[config.mk]
export PLATFORM = sky130hd
export DESIGN_NAME = mem_copy_dma
export DESIGN_NICKNAME = d
export VERILOG_FILES = /design/src/rtl/mem_copy_dma_pkg.sv /design/src/rtl/mem_copy_dma.sv
export SDC_FILE = /design/constraint.sdc
export NUM_CORES = 1
export LEC_CHECK = 0
export BUFFER_PORTS_ARGS = -buffer_cell sky130_fd_sc_hd__buf_2
export CAP_MARGIN = 10
export CORE_AREA = 10 10 103 105
export CTS_CLUSTER_SIZE = 25
export DETAILED_ROUTE_END_ITERATION = 7
export DIE_AREA = 0 0 113 115
export MAX_ROUTING_LAYER = met4
export PLACE_DENSITY = 0.69
export SYNTH_ARGS = -nofsm -noshare
export SYNTH_HDL_FRONTEND = slang
export SYNTH_SLANG_ARGS = --single-unit
[constraint.sdc]
create_clock -name i_clk -period 2.4 [get_ports i_clk]
set_input_delay 0.24 -clock i_clk [delete_from_list [all_inputs] [get_ports i_clk]]
set_output_delay 0.24 -clock i_clk [all_outputs]
set_load 0.02 [all_outputs]
[src/rtl/mem_copy_dma_pkg.sv]
// Shared definitions for the block-copy DMA engine.
// Holds RAM port width defaults and the FSM state encoding.
// Imported by the engine and by anything that decodes its state.
package mem_copy_dma_pkg;

  // Default RAM port widths, shared with the RAM and the CPU
  localparam int unsigned MEM_AW = 16;
  localparam int unsigned MEM_DW = 16;
  localparam int unsigned LEN_W  = 16;

  typedef enum logic [2:0] {
    ST_IDLE  = 3'd0,
    ST_REQ   = 3'd1,
    ST_READ  = 3'd2,
    ST_WRITE = 3'd3,
    ST_DONE  = 3'd4
  } dma_state_t;

endpackage

[src/rtl/mem_copy_dma.sv]
// Block-copy engine: moves len words src->dst over the shared single-port RAM.
// Latency: 2 cycles/word with continuous grant; done in cycle 2N+2 after start.
// Backpressure: waits in REQ without grant; bus released only at word boundaries.
module mem_copy_dma
  import mem_copy_dma_pkg::*;
#(
  parameter int unsigned AW = MEM_AW,
  parameter int unsigned DW = MEM_DW
) (
  input  logic             i_clk,
  input  logic             i_rst_n,
  input  logic             i_start,
  input  logic [AW-1:0]    i_src,
  input  logic [AW-1:0]    i_dst,
  input  logic [LEN_W-1:0] i_len,
  output logic             o_busy,
  output logic             o_done,
  output logic             o_bus_req,
  input  logic             i_bus_gnt,
  output logic             o_bus_own,
  output logic [AW-1:0]    o_mem_addr,
  output logic [DW-1:0]    o_mem_din,
  output logic             o_mem_we,
  input  logic [DW-1:0]    i_mem_dout
);

  dma_state_t       r_state;
  dma_state_t       w_state_nxt;
  logic [AW-1:0]    r_sp;
  logic [AW-1:0]    r_dp;
  logic [LEN_W-1:0] r_cnt;
  logic             w_cap;
  logic             w_adv;

  // State register; pointers captured on accepted start and stepped on each WRITE exit
  always_ff @(posedge i_clk) begin
    if (!i_rst_n) begin
      r_state <= ST_IDLE;
      r_sp    <= '0;
      r_dp    <= '0;
      r_cnt   <= '0;
    end else begin
      r_state <= w_state_nxt;
      if (w_cap) begin
        r_sp  <= i_src;
        r_dp  <= i_dst;
        r_cnt <= i_len;
      end else if (w_adv) begin
        // Pointers wrap naturally modulo 2^AW
        r_sp  <= r_sp + AW'(1);
        r_dp  <= r_dp + AW'(1);
        r_cnt <= r_cnt - LEN_W'(1);
      end
    end
  end

  // Next-state and Moore output decode; bus outputs stay zero unless owned so they can be OR-muxed
  always_comb begin
    w_state_nxt = r_state;
    w_cap       = 1'b0;
    w_adv       = 1'b0;
    o_busy      = 1'b0;
    o_done      = 1'b0;
    o_bus_req   = 1'b0;
    o_bus_own   = 1'b0;
    o_mem_addr  = '0;
    o_mem_din   = '0;
    o_mem_we    = 1'b0;
    unique case (r_state)
      ST_IDLE: begin
        if (i_start) begin
          if (i_len != '0) begin
            w_cap       = 1'b1;
            w_state_nxt = ST_REQ;
          end else begin
            // Zero-length copy completes without touching the bus
            w_state_nxt = ST_DONE;
          end
        end
      end
      ST_REQ: begin
        o_busy    = 1'b1;
        o_bus_req = 1'b1;
        if (i_bus_gnt) begin
          w_state_nxt = ST_READ;
        end
      end
      ST_READ: begin
        o_busy      = 1'b1;
        o_bus_req   = 1'b1;
        o_bus_own   = 1'b1;
        o_mem_addr  = r_sp;
        // A read is always followed by its write, grant or not
        w_state_nxt = ST_WRITE;
      end
      ST_WRITE: begin
        o_busy     = 1'b1;
        o_bus_req  = 1'b1;
        o_bus_own  = 1'b1;
        o_mem_addr = r_dp;
        o_mem_din  = i_mem_dout;
        o_mem_we   = 1'b1;
        w_adv      = 1'b1;
        if (r_cnt == LEN_W'(1)) begin
          w_state_nxt = ST_DONE;
        end else if (i_bus_gnt) begin
          w_state_nxt = ST_READ;
        end else begin
          w_state_nxt = ST_REQ;
        end
      end
      ST_DONE: begin
        o_busy      = 1'b1;
        o_done      = 1'b1;
        w_state_nxt = ST_IDLE;
      end
      default: begin
        w_state_nxt = ST_IDLE;
      end
    endcase
  end

endmodule

==> results of run 1 <==
layer usage:
| layer | global-route usage | up-vias | share of wire |
|---|---|---|---|
| met5 | - | - | 0 |
| met4 | 0.0254 | 0 | 0.0071 |
| met3 | 0.0349 | 10 | 0.064 |
| met2 | 0.257 | 140 | 0.47 |
| met1 | 0.210 | 1740 | 0.46 |
| li1 | - | 1787 | - |
path summary, 6_finish.rpt:
check	slack [ns]	startpoint	to
hold reg to reg	0.51	r_cnt[11]$_SDFFE_PN0P_	r_cnt[11]$_SDFFE_PN0P_
setup reg to reg	0.36	r_state[0]$_SDFFE_PN0P_	r_sp[12]$_SDFFE_PN0P_
hold / removal	0.18	i_src[14]	r_sp[14]$_SDFFE_PN0P_
setup / recovery	0.34	r_state[0]$_SDFFE_PN0P_	o_mem_din[13]
worst max-delay path, cell delays in order, from the launching register on:
cell      delay, ns
dfxtp_1        0.43
nand3b_1       0.18
clkinv_1       0.29
buf_4          0.30
and2_1         0.17
buf_2          0.15
layout make-up:
cell class	instances	area, um^2
fill	853	4510
multi-input combinational	327	2100
sequential	51	1020
timing repair buffer	122	668
tap	108	135
clock buffer	7	76.3
inverter	9	33.8
clock inverter	1	5.00
stage by stage:
stage | total power (uW) | hold slack, ns
CTS | 2490 | 0.184
floorplan | 1710 | 0.380
detailed placement | 2020 | 0.498
global route | 2650 | 0.179
finish | 2490 | 0.185
global placement | 2000 | 0.477
state kept, by name, summed over array words and instances, names as in the netlist:
register and cells:
r_cnt 16, r_state 3, r_dp 16, r_sp 16
placed cells by master (no fill, tap or decap), drive strengths merged, types with 4 or more instances in the layout:
cell type / netlist / routed
inv: 8 / 8
nand4: 11 / 11
a22oi: 5 / 5
or2: 4 / 4
nor3: 13 / 13
dfxtp: 51 / 51
or4: 10 / 10
a2bb2oi: 6 / 6
o211ai: 8 / 8
nor2: 30 / 30
nand3: 29 / 29
a21oi: 32 / 32
a31oi: 18 / 18
xnor2: 7 / 7
nand2: 28 / 28
o21ai: 11 / 11
ha: 4 / 4
or3: 10 / 10
buf: 12 / 122
nor4: 14 / 14
clkbuf: 22 / 7
a211oi: 4 / 4
mux2i: 20 / 20
o311ai: 10 / 10
and2: 19 / 19
power breakdown:
| part | switching, uW | internal (uW) | total [uW] |
|---|---|---|---|
| registers | 157 | 962 | 1120 |
| logic | 513 | 375 | 888 |
| clock network | 281 | 206 | 487 |
cell families after synthesis:
logic type      synth area share
mux                       0.0607
simple gates               0.310
xor+xnor                  0.0212
fa+ha+maj                 0.0152
compound gates             0.230
flops                      0.309
buf+inv                   0.0534
==> impl_metrics.tcl, run 1 <==
set metrics [dict create \
    vias 3677 \
    synthToLayoutAreaGrowth_pct 22.5 \
    holdPathStages 3 \
    htreeDepth 2 \
    yosysSeqAreaShare 0.309 \
    cap_violations 0 \
    synth_seq_cells 51 \
    tightest_slew_ns 0.669 \
    synth.avg_cell_area_um2 7.84 \
    fin_nets 588 \
    stdcell_count 625 \
    rsz0062_at_grt "false" \
    critical_path_class "reg2out" \
    finalCritPeriodShare 0.859 \
    firstDrtPassIters 5 \
    routed_wl_um 10800 \
    grt_usage 0.162 \
    cellLeakagePower_uw 0.00158 \
    ys.flop_type "dfxtp_1" \
    drive_gt1_frac 0.273 \
    numClockSinks 51 \
    place_ws_ns 0.284 \
    post_cts_buffers 0 \
    r2r_cells 5 \
    fp.coreArea_mm2 0.00855 \
    syn-num-nets 493 \
    drv_slew 0 \
    vdd_drop_max_v 0.000374 \
    ant_nets 0 \
    power_density_mw_per_mm2 617 \
    synth_top_area_frac 0.309 \
    status "finished, final reports clean" \
    clk_pin_slew_ns 0.09 \
    clockBufferDepth 2 \
    grt_max_degree 28 \
    grt_pass1_wl_um 17600 \
    synth.most_common_cell "dfxtp_1" \
    dp_cells 617 \
    port_buffers 104 \
    cp.required_ns 2.16 \
    holdBufCountCts 0 \
    drc_errors 0 \
    first_iter_violations 236 \
    synth_largest_area_cell "dfxtp_1" \
    grt_pass1_vias 3621 \
    yosysWarnings 0 \
    rows 34 \
    setup_viol 0 \
    skew_ns 0.00894 \
    hold_path.class "in2reg" \
    antenna_found_initial 0 \
    async_flop_share 0 \
    timing_hold_violations_final 0 \
    overflow 0 \
    cts-root-buf "clkbuf_8" \
    synth_common_cells "dfxtp_1 (51), a21oi_1 (32), nor2_1 (30)" \
    crit_arrival_ns 1.82 \
    cts_made_buffers 5 \
    io_pins 105 \
    clk_latency_ns 0.30 \
    finish.utilization 0.473 \
    antenna_cells 0 \
    cts_resized 0 \
    cp_max_fo 16 \
    synth.distinct_cells 56 \
    routed_via_density 5.88 \
    place_congestion 0.828 \
    syn_inst 421 \
    die_height_um 115 \
    synth_edf_count 0 \
    finalWorstSetupSlack_ns 0.338 \
    design_area_mm2 0.00404 \
    cts_tree "yes" \
    place_hpwl_um 8390 \
    syn-cell-area_mm2 0.00330 \
    post_dp_cell_area_mm2 0.00396 \
    setup_tns_ns 0 \
    post_drt_wl_per_cell_um 17.2 \
    fp.dieArea_mm2 0.0130 \
    netlist_top_cells_area "dfxtp_1 (31%), mux2i_1 (6.1%), a21oi_1 (4.9%), nand3_1 (4.4%), and2_1 (3.6%)" \
    die_w_um 113 \
    clock.fmax_mhz 485 \
    setup.worst_path.start_class "register" \
    slew-limit-headroom 0.554 \
    end_kind "output pin" \
    initial_core_util 0.386 \
    min_period_ns 2.06 \
]
Power figures use the tool's default switching activity.
==> run 2: changes to the inputs <==
==> constraint.sdc (replaced) <==
create_clock -name i_clk -period 2.4 [get_ports i_clk]
set_input_delay 0.36 -clock i_clk [delete_from_list [all_inputs] [get_ports i_clk]]
set_output_delay 0.36 -clock i_clk [all_outputs]
set_load 0.02 [all_outputs]
==> impl_metrics.tcl, run 2 (same netlist as run 1, synthesis figures left out) <==
set metrics [dict create \
    skew_ns 0.00736 \
    cts-root-buf "clkbuf_8" \
    place_ws_ns 0.158 \
    rows 34 \
    cellLeakagePower_uw 0.00159 \
    first_iter_violations 242 \
    rsz0062_at_grt "false" \
    fillers 855 \
    fp.dieArea_mm2 0.0130 \
    use_met3 0.0271 \
    critical_path_class "reg2out" \
    vdd_drop_max_v 0.000404 \
    holdBufCountCts 0 \
    grt_pass1_vias 3666 \
    cts_tree "yes" \
    routed_wl_um 10900 \
    antenna_found_initial 0 \
    setup_viol 0 \
    crit_arrival_ns 1.82 \
    cp_max_fo 16 \
    finalCritPeriodShare 0.907 \
    io_pins 105 \
    grt_usage 0.164 \
    layout_commonest_cell "buf_2" \
    firstDrtPassIters 5 \
    antenna_cells 0 \
    post_cts_buffers 0 \
    htreeDepth 2 \
    setup.worst_path.start_class "register" \
    min_period_ns 2.18 \
    max_stage_delay_ns 0.42 \
    clk_pin_slew_ns 0.09 \
    routed_via_density 5.87 \
    path_cells "nand3b_1 > clkinv_1 > buf_4 > and2_1 > buf_2" \
    initial_core_util 0.386 \
    final_cell_mix "buf_2 (104), dfxtp_1 (51), a21oi_1 (32), nor2_1 (30), nand3_1 (29)" \
    status "finished, final reports clean" \
    overflow 0 \
    largestRegisters "r_cnt x16, r_dp x16, r_sp x16" \
    synthToLayoutAreaGrowth_pct 23.0 \
    met1_usage 0.211 \
    tightest_slew_ns 0.679 \
    drive_gt1_frac 0.275 \
    busiest_layer "met2" \
    ant_nets 0 \
    clk_latency_ns 0.31 \
    setup_tns_ns 0 \
    grt_pass1_wl_um 17800 \
    clockBufferDepth 2 \
    end_kind "output pin" \
    slew-limit-headroom 0.547 \
    vias 3669 \
    cp.required_ns 2.04 \
    die_w_um 113 \
    cts_made_buffers 5 \
    timing_hold_violations_final 0 \
    post_drt_wl_per_cell_um 17.5 \
    clock.fmax_mhz 460 \
    place_hpwl_um 8390 \
    grt_use_met2 0.267 \
    numClockSinks 51 \
    grt_max_degree 28 \
    fin_nets 588 \
    port_buffers 104 \
    drv_slew 0 \
    power_density_mw_per_mm2 631 \
    place_congestion 0.828 \
    fp.coreArea_mm2 0.00855 \
    slowest_stage "dfxtp_1" \
    drc_errors 0 \
    die_height_um 115 \
    finalWorstSetupSlack_ns 0.224 \
    cap_violations 0 \
    hold_path.class "in2reg" \
    cts_resized 0 \
]
## run 2: cell types whose count changed in the layout (fill, tap and decap cells not counted)
cell,before,now
clkinv_2,1,0
clkbuf_8,5,7
clkbuf_1,2,1
## run 2: layout make-up
type	count	area, um^2	area share
Clock buffer	8	100	0.0246
Inverter	9	33.8	0.00832
Tap cell	108	135	0.0333
Sequential cell	51	1020	0.251
Multi-Input combinational cell	327	2100	0.518
Timing Repair Buffer	122	668	0.165
## run 2: path summary, 6_finish.rpt
check	from	end	slack, ns	cells past startpoint
hold / removal	i_dst[15]	r_dp[15]$_SDFFE_PN0P_	0.29	3
hold reg to reg	r_cnt[11]$_SDFFE_PN0P_	r_cnt[11]$_SDFFE_PN0P_	0.51	2
setup / recovery	r_state[0]$_SDFFE_PN0P_	o_mem_din[8]	0.22	5
setup reg to reg	r_state[0]$_SDFFE_PN0P_	r_sp[14]$_SDFFE_PN0P_	0.40	5
## run 2: power breakdown
part	leakage [uW]	switching (uW)	total, uW	internal (uW)
Sequential	0.000419	156	1120	961
Clock	0.0000515	291	555	264
Combinational	0.00112	516	890	375
Total	0.00159	962	2560	1600
## run 2: worst max-delay path, delay by kind of cell, from the launching register on
family	cells	cell delay, ns
buffers and inverters	3	0.74
flip-flops	1	0.42
AND/OR/NAND/NOR	2	0.34
## run 2: layer usage
layer  share of wire  vias up
met5               0        -
met4          0.0064        0
met1            0.45     1738
met3           0.061        9
li1                -     1784
met2            0.48      138
## run 2: per-stage QoR
step	util	instances	hold slack (ns)	power [uW]	cell area, um^2
after floorplan	-	421	0.457	1710	3300
final	0.475	625	0.289	2560	4060
after global placement	0.463	617	0.477	2000	3960
after detailed placement	0.463	617	0.498	2020	3960
after global routing	0.475	625	0.292	2710	4060
after CTS	0.475	625	0.290	2570	4060
==> run 3: changes to the inputs <==
--- a/config.mk
+++ b/config.mk
@@ -11,8 +11,9 @@
 export CTS_CLUSTER_SIZE = 25
 export DETAILED_ROUTE_END_ITERATION = 7
 export DIE_AREA = 0 0 113 115
+export GPL_TIMING_DRIVEN = 0
 export MAX_ROUTING_LAYER = met4
-export PLACE_DENSITY = 0.69
+export PLACE_DENSITY = 0.72
 export SYNTH_ARGS = -nofsm -noshare
 export SYNTH_HDL_FRONTEND = slang
 export SYNTH_SLANG_ARGS = --single-unit
==> constraint.sdc (replaced) <==
create_clock -name i_clk -period 1.9 [get_ports i_clk]
set_input_delay 0.285 -clock i_clk [delete_from_list [all_inputs] [get_ports i_clk]]
set_output_delay 0.285 -clock i_clk [all_outputs]
set_load 0.02 [all_outputs]
==> impl_metrics.tcl, run 3 (same netlist as run 1, synthesis figures left out) <==
set metrics [dict create \
    status "finished, final reports clean" \
    setup.worst_path.start_class "register" \
    antenna_cells 0 \
    final_cell_mix "buf_2 (107), dfxtp_1 (41), a21oi_1 (32), nor2_1 (30), nand2_1 (28)" \
    clk_pin_slew_ns 0.10 \
    setup_tns_ns 0 \
    drv_slew 0 \
    combPwrFrac 0.388 \
    fp.coreArea_mm2 0.00855 \
    grt_pass1_vias 3816 \
    largestRegisters "r_cnt x16, r_dp x16, r_sp x16" \
    drc_errors 0 \
    worst_hold_slack_ns 0.213 \
    synthToLayoutAreaGrowth_pct 30.5 \
    timing_hold_violations_final 0 \
    place_hpwl_um 9220 \
    hold_path.class "in2reg" \
    dp_cells 633 \
    critical_path_class "reg2reg" \
    power_density_mw_per_mm2 795 \
    p_int_uw 2050 \
    switchingPower_uw 1370 \
    die_w_um 113 \
    grt_pass1_wl_um 19300 \
    crit_arrival_ns 2.13 \
    skew_ns 0.0105 \
    firstDrtPassIters 5 \
    power_frac_seq 0.415 \
    stdcell_count 652 \
    fp.dieArea_mm2 0.0130 \
    grt_usage 0.184 \
    htreeDepth 2 \
    fin_nets 615 \
    max_stage_delay_ns 0.54 \
    overflow 0 \
    p_clk_frac 0.198 \
    slowest_stage "or4_4" \
    crit_buf_inv 0 \
    cellLeakagePower_uw 0.00169 \
    layout_commonest_cell "buf_2" \
    rows 34 \
    holdBufCountCts 0 \
    post_dp_cell_area_mm2 0.00396 \
    min_period_ns 1.88 \
    routed_via_density 5.98 \
    vias 3899 \
    path_cells "or4_4 > or3_4 > or3_1 > a31oi_1" \
    cts_tree "yes" \
    tightest_slew_ns 0.728 \
    cts_made_buffers 5 \
    end_kind "register" \
    die_height_um 115 \
    cp_max_fo 6 \
    io_pins 105 \
    initial_core_util 0.386 \
    clk_latency_ns 0.33 \
    grt_max_degree 18 \
    ant_nets 0 \
    sw_frac_of_total 0.400 \
    drive_gt1_frac 0.336 \
    design_area_mm2 0.00431 \
    finalWorstSetupSlack_ns 0.0190 \
    first_iter_violations 408 \
    clockBufferDepth 2 \
    post_drt_wl_per_cell_um 19.1 \
    cp_top_family "simple AND/OR/NAND/NOR gates" \
    routed_wl_um 12500 \
    place_congestion 0.923 \
    port_buffers 104 \
    numClockSinks 51 \
    vdd_drop_max_v 0.000357 \
    cap_violations 0 \
    cp.required_ns 2.15 \
    clock.fmax_mhz 532 \
    slew-limit-headroom 0.515 \
    place_ws_ns -0.523 \
    setup_viol 0 \
    cts-root-buf "clkbuf_8" \
    finalCritPeriodShare 0.990 \
    antenna_found_initial 0 \
]
run 3: changes by cell type in the layout (fill, tap and decap cells not counted), moves of 7 or more:
cell | previous run | this run
dfxtp_2 | 0 | 7
buf_4 | 17 | 24
dfxtp_1 | 51 | 41
clkbuf_1 | 1 | 8
run 3: final timing paths:
kind | startpoint | endpoint | slack (ns) | cells past startpoint
worst min-delay path | i_len[13] | r_cnt[13]$_SDFFE_PN0P_ | 0.21 | 3
worst max register to register | r_cnt[10]$_SDFFE_PN0P_ | r_cnt[15]$_SDFFE_PN0P_ | 0.02 | 4
worst max-delay path | r_cnt[10]$_SDFFE_PN0P_ | r_cnt[15]$_SDFFE_PN0P_ | 0.02 | 4
worst min register to register | r_cnt[14]$_SDFFE_PN0P_ | r_cnt[14]$_SDFFE_PN0P_ | 0.49 | 2
run 3: per-layer routing:
metal	global-route usage	wire [um]
met1	0.221	5190
met4	0.0575	263
met2	0.305	5970
met3	0.0344	1050
met5	-	0
run 3: final cells by class:
| cell class | count | area [um^2] |
|---|---|---|
| Timing Repair Buffer | 122 | 658 |
| Fill cell | 848 | 4240 |
| Clock buffer | 5 | 68.8 |
| Sequential cell | 51 | 1040 |
| Multi-Input combinational cell | 327 | 2160 |
| Inverter | 9 | 38.8 |
| Clock inverter | 3 | 23.8 |
| Buffer | 27 | 176 |
| Tap cell | 108 | 135 |
run 3: stage by stage:
stage / util / total power, uW
2_1_floorplan: - / 2160
3_3_place_gp: 0.463 / 2550
3_5_place_dp: 0.463 / 2580
4_1_cts: 0.483 / 3290
5_1_grt: 0.504 / 3590
6_report: 0.504 / 3420
run 3: power groups by stage:
stage	clock network [uW]	registers, uW	logic (uW)
final	676	1420	1330
after global routing	725	1440	1430
after CTS	679	1400	1210
after detailed placement	0	1400	1180
after global placement	0	1390	1160
after floorplan	0	1350	813
run 3: worst min-delay path, delay by kind of cell:
family                 cells  cell delay, ns
AOI/OAI and AO/OA          1            0.06
buffers and inverters      1            0.10
and+or+nand+nor            1            0.05
run 3: what timing repair did:
item,4_1_cts,5_1_grt
pin swaps,2,6
endpoints found under the setup margin,82,61
resized for setup,29,30
cloned,0,0
buffers inserted,3,15
